<file path="src/rtl/load_data_unit.sv">
// Load data unit: issues one aligned data-bus read at a time. It then extracts the
// addressed byte, half, word or double from the returned beat and sign- or zero-extends it.
package load_data_unit_pkg;
    typedef enum logic [2:0] {
        MSIZE1 = 3'd0,
        MSIZE2 = 3'd1,
        MSIZE4 = 3'd2,
        MSIZE8 = 3'd3
    } msize_t;
endpackage

module load_data_unit
    import load_data_unit_pkg::*;
#(
    parameter int TAG_W = 5
) (
    input  logic             clk,
    input  logic             reset,
    input  logic             in_valid,
    output logic             in_ready,
    input  logic [63:0]      in_addr,
    input  msize_t           in_msize,
    input  logic             in_unsigned,
    input  logic [TAG_W-1:0] in_tag,
    output logic             dreq_valid,
    output logic [63:0]      dreq_addr,
    output msize_t           dreq_size,
    output logic [7:0]       dreq_strobe,
    input  logic             dresp_addr_ok,
    input  logic             dresp_data_ok,
    input  logic [63:0]      dresp_data,
    output logic             out_valid,
    input  logic             out_ready,
    output logic [63:0]      out_data,
    output logic [TAG_W-1:0] out_tag,
    output logic             out_error,
    output logic [63:0]      out_badaddr
);

    typedef enum logic [1:0] {S_IDLE, S_REQ, S_WAIT, S_DONE} state_t;

    state_t             state_q, state_d;
    logic [63:0]        addr_q, addr_d;
    msize_t             msize_q, msize_d;
    logic               uns_q, uns_d;
    logic [TAG_W-1:0]   tag_q, tag_d;
    logic [63:0]        out_data_q, out_data_d;
    logic [TAG_W-1:0]   out_tag_q, out_tag_d;
    logic               out_error_q, out_error_d;
    logic [63:0]        out_badaddr_q, out_badaddr_d;
    logic               capture;

    // Illegal size encodings are reported as misaligned so they never reach the bus.
    function automatic logic misaligned(input logic [2:0] lo, input msize_t sz);
        logic bad;
        case (sz)
            MSIZE1:  bad = 1'b0;
            MSIZE2:  bad = lo[0];
            MSIZE4:  bad = |lo[1:0];
            MSIZE8:  bad = |lo;
            default: bad = 1'b1;
        endcase
        return bad;
    endfunction

    function automatic logic [63:0] extract(input logic [63:0] beat, input logic [2:0] off,
                                            input msize_t sz, input logic uns);
        logic [63:0] raw;
        logic [63:0] res;
        raw = beat >> {off, 3'b000};
        case (sz)
            MSIZE1:  res = uns ? {56'd0, raw[7:0]}  : {{56{raw[7]}},  raw[7:0]};
            MSIZE2:  res = uns ? {48'd0, raw[15:0]} : {{48{raw[15]}}, raw[15:0]};
            MSIZE4:  res = uns ? {32'd0, raw[31:0]} : {{32{raw[31]}}, raw[31:0]};
            default: res = raw;
        endcase
        return res;
    endfunction

    always_comb begin
        state_d       = state_q;
        addr_d        = addr_q;
        msize_d       = msize_q;
        uns_d         = uns_q;
        tag_d         = tag_q;
        out_data_d    = out_data_q;
        out_tag_d     = out_tag_q;
        out_error_d   = out_error_q;
        out_badaddr_d = out_badaddr_q;
        capture       = 1'b0;
        case (state_q)
            S_IDLE: begin
                if (in_valid) begin
                    addr_d  = in_addr;
                    msize_d = in_msize;
                    uns_d   = in_unsigned;
                    tag_d   = in_tag;
                    if (misaligned(in_addr[2:0], in_msize)) begin
                        out_data_d    = 64'd0;
                        out_tag_d     = in_tag;
                        out_error_d   = 1'b1;
                        out_badaddr_d = in_addr;
                        state_d       = S_DONE;
                    end else begin
                        state_d = S_REQ;
                    end
                end
            end
            S_REQ: begin
                if (dresp_addr_ok) begin
                    if (dresp_data_ok) begin
                        capture = 1'b1;
                        state_d = S_DONE;
                    end else begin
                        state_d = S_WAIT;
                    end
                end
            end
            S_WAIT: begin
                if (dresp_data_ok) begin
                    capture = 1'b1;
                    state_d = S_DONE;
                end
            end
            S_DONE: begin
                if (out_ready) state_d = S_IDLE;
            end
            default: state_d = S_IDLE;
        endcase
        if (capture) begin
            out_data_d    = extract(dresp_data, addr_q[2:0], msize_q, uns_q);
            out_tag_d     = tag_q;
            out_error_d   = 1'b0;
            out_badaddr_d = 64'd0;
        end
    end

    always_ff @(posedge clk) begin
        if (reset) begin
            state_q       <= S_IDLE;
            addr_q        <= 64'd0;
            msize_q       <= MSIZE1;
            uns_q         <= 1'b0;
            tag_q         <= '0;
            out_data_q    <= 64'd0;
            out_tag_q     <= '0;
            out_error_q   <= 1'b0;
            out_badaddr_q <= 64'd0;
        end else begin
            state_q       <= state_d;
            addr_q        <= addr_d;
            msize_q       <= msize_d;
            uns_q         <= uns_d;
            tag_q         <= tag_d;
            out_data_q    <= out_data_d;
            out_tag_q     <= out_tag_d;
            out_error_q   <= out_error_d;
            out_badaddr_q <= out_badaddr_d;
        end
    end

    // Bus address/size are forced to zero whenever no request is being presented.
    assign in_ready    = (state_q == S_IDLE);
    assign dreq_valid  = (state_q == S_REQ);
    assign dreq_addr   = dreq_valid ? addr_q : 64'd0;
    assign dreq_size   = dreq_valid ? msize_q : MSIZE1;
    assign dreq_strobe = 8'h00;
    assign out_valid   = (state_q == S_DONE);
    assign out_data    = out_data_q;
    assign out_tag     = out_tag_q;
    assign out_error   = out_error_q;
    assign out_badaddr = out_badaddr_q;

endmodule
</file>
<file path="config.mk">
export PLATFORM = sky130hd
export DESIGN_NAME = load_data_unit
export DESIGN_NICKNAME = d
export VERILOG_FILES = /design/src/rtl/load_data_unit.sv
export SDC_FILE = /design/constraint.sdc
export NUM_CORES = 1
export LEC_CHECK = 0
export BUFFER_PORTS_ARGS = -buffer_cell sky130_fd_sc_hd__buf_2
export CORE_MARGIN = 3
export CORE_UTILIZATION = 40
export CTS_BUF_LIST = sky130_fd_sc_hd__clkbuf_8
export CTS_CLUSTER_SIZE = 40
export DETAILED_ROUTE_END_ITERATION = 8
export GPL_TIMING_DRIVEN = 1
export PLACE_DENSITY = 0.67
export SLEW_MARGIN = 20
export SYNTH_ARGS = -nofsm -noshare
export SYNTH_HDL_FRONTEND = slang
export SYNTH_SLANG_ARGS = --single-unit
</file>
<file path="constraint.sdc">
create_clock -name clk -period 2.3 [get_ports clk]
set_input_delay 0.575 -clock clk [delete_from_list [all_inputs] [get_ports clk]]
set_output_delay 0.575 -clock clk [all_outputs]
set_load 0.05 [all_outputs]
</file>
==> results_dict.tcl <==
set metrics [dict create \
    status "completed" \
    wl_per_cell_um 18.4 \
    syn_inst 1242 \
    synthesis.area_um2 9870 \
    ys_top_cells_by_area "dfxtp_1 42%, nand2_1 13%, a21oi_1 8.7%, mux2i_1 5.1%, and2_1 4.2%" \
    p_int_mw 8.15 \
    fill_cells 2256 \
    ys.flop_type "dfxtp_1" \
    p_switching_mw 6.30 \
    ys_seq_area_frac 0.424 \
    synth.top_cell.area_share 0.424 \
    power_leakage_nw 5.91 \
    p_per_area_nw_per_um2 1060 \
    initial_core_util 0.413 \
    slew_headroom 0.269 \
    synth_top_area_cell "dfxtp_1" \
    fin_ws_ns 0.0141 \
    ys_warn_count 0 \
    cts_made_buffers 38 \
    grt_max_degree 101 \
    end_kind "output pin" \
    rsz0062_at_grt "yes" \
    setup_viol 0 \
    final_common_cell "nand2_1" \
    num_io_pins 355 \
    fmax_ghz 0.437 \
    clockBufferDepth 3 \
    dp_slack_ns 0.0453 \
    slew_violations 0 \
    htree_num_levels 2 \
    hold_viol 0 \
    dieArea_um2 26600 \
    clock-sinks 209 \
    drc_errors 0 \
    core_um2 23900 \
    power.share.clock 0.235 \
    worstSetupPathType "reg -> out" \
    vias_per_cell 5.33 \
    path_max_fanout 7 \
    grt_overflow_total 0 \
    regArea_um2 4200 \
    avgSynthCellArea_um2 7.95 \
    skew_ns 0.0177 \
    dp_hpwl_um 24700 \
    worst_slew_pin_slew_ns 1.09 \
    final_cell_mix "334 x nand2_1, 277 x buf_2, 204 x dfxtp_1, 169 x a21oi_1, 51 x buf_4" \
    synth_edf_count 0 \
    synthDistinctLibCells 53 \
    wl_um 35600 \
    drtIter0Drc 732 \
    worstPathRequired_ns 1.73 \
    fin_crit_sh 0.994 \
    grt_pass1_vias 9859 \
    ctsHoldBuffers 0 \
    area_growth_pct 37.6 \
    ys_ff_latch 209 \
    swShare 0.436 \
    gr-usage-all-layers 0.251 \
    pwr-share-comb 0.452 \
    peakVddDrop_uv 618 \
    dr_total_vias 10300 \
    grt_first_pass_wirelength_um 53700 \
    setup_tns_ns 0 \
    cts-root-buf "clkbuf_8" \
    gp_congestion 0.942 \
    multiInputGateArea_um2 5330 \
    drt-pass1-iter-count 5 \
    numPortBuffers 346 \
    die_w_um 163 \
    rows 56 \
    hp-class "in -> reg" \
    antenna_left 0 \
    crit_arrival_ns 1.71 \
    fin_crit_ns 2.29 \
    async_reset_ff_frac 0 \
    power.total_mw 14.5 \
    die-height_um 163 \
    drive_gt1_frac 0.346 \
    start_kind "register" \
    num-nets-final 1729 \
    insertion_delay_ns 0.53 \
    cts_tree "yes" \
    maxCapViolCount 0 \
    path_clk_slew_ns 0.06 \
    seq_power_share 0.313 \
    antenna_found_initial 4 \
]
## power groups by stage
stage                     Sequential [mW]  Clock, mW  Combinational [mW]
after floorplan                      5.58          0                3.10
after global placement               4.56          0                5.91
after detailed placement             4.58          0                5.97
after CTS                            4.52       3.50                6.36
after global routing                 4.59       3.65                6.98
final                                4.53       3.40                6.53
## metal layers
layer,track usage,wire (um),vias up,part of all wire
met5,0,21,-,0.00059
met2,0.412,16900,421,0.48
met1,0.319,14400,4855,0.41
li1,-,-,4914,-
met3,0.0637,3020,89,0.085
met4,0.0919,1190,4,0.033
## sequential cells by signal, indices dropped and copies added (netlist names)
name / count
addr_q: 64
msize_q: 3
out_badaddr: 64
out_data: 64
out_error: 1
out_tag: 5
state_q: 2
tag_q: 5
uns_q: 1
## synthesized netlist by cell type, drive strengths merged (12+ instances only)
cell type / n
nand2: 336
dfxtp: 209
a21oi: 171
clkbuf: 73
and2: 66
o21ai: 56
nor2: 52
mux2i: 50
buf: 37
a211oi: 22
a31oi: 15
mux4: 15
a22oi: 13
nor2b: 13
inv: 12
## per-stage QoR
step | area, um^2 | hold WS (ns) | utilization | std cells
6_report | 13600 | 0.278 | 0.569 | 1930
3_5_place_dp | 12100 | 0.439 | 0.508 | 1853
4_1_cts | 13300 | 0.256 | 0.558 | 1926
2_1_floorplan | 9900 | 0.432 | - | 1249
3_3_place_gp | 12100 | 0.433 | 0.508 | 1853
5_1_grt | 13600 | 0.271 | 0.569 | 1929
## logic make-up (layout without fill, tap and decap cells)
kind of cell / Yosys count / count (layout) / share of synthesized area
simple gates: 500 / 500 / 0.221
compound gates: 331 / 331 / 0.197
flops: 209 / 209 / 0.424
buf+inv: 122 / 482 / 0.0566
mux: 75 / 75 / 0.0963
fa+ha+maj: 4 / 4 / 0.00507
other cells: 1 / 10 / 0.000380
## critical path, cell delays in order, from the launching register on
cell and delay (ns):
dfxtp_2 0.34, inv_2 0.05, ha_4 0.18, buf_12 0.15
clkbuf_16 0.16, and2_4 0.15, buf_6 0.15
## cell type report
cell class	instances	share of cell area
Antenna cell	2	0.000368
Clock buffer	46	0.0466
Clock inverter	21	0.00737
Inverter	12	0.00331
Multi-Input combinational cell	918	0.392
Sequential cell	209	0.309
Tap cell	319	0.0294
Timing Repair Buffer	403	0.212
## what timing repair did
action	in CTS	in global routing
gates resized for setup	118	81
gates cloned	2	3
endpoints found under the setup margin	67	75
pin swaps	0	17
buffers inserted	4	0
## final timing paths
| kind | startpoint | endpoint | slack (ns) | cells past startpoint |
|---|---|---|---|---|
| setup / recovery | state_q[1]$_SDFFE_PP0P_ | dreq_addr[43] | 0.01 | 6 |
| hold / removal | in_addr[29] | out_badaddr[29]$_SDFFE_PP0P_ | 0.28 | 3 |
| setup reg to reg | state_q[0]$_SDFFE_PP0P_ | out_data[63]$_SDFFE_PP0P_ | 0.18 | 8 |
| hold reg to reg | addr_q[22]$_SDFFE_PP0P_ | addr_q[22]$_SDFFE_PP0P_ | 0.45 | 2 |
Power figures use the tool's default switching activity.
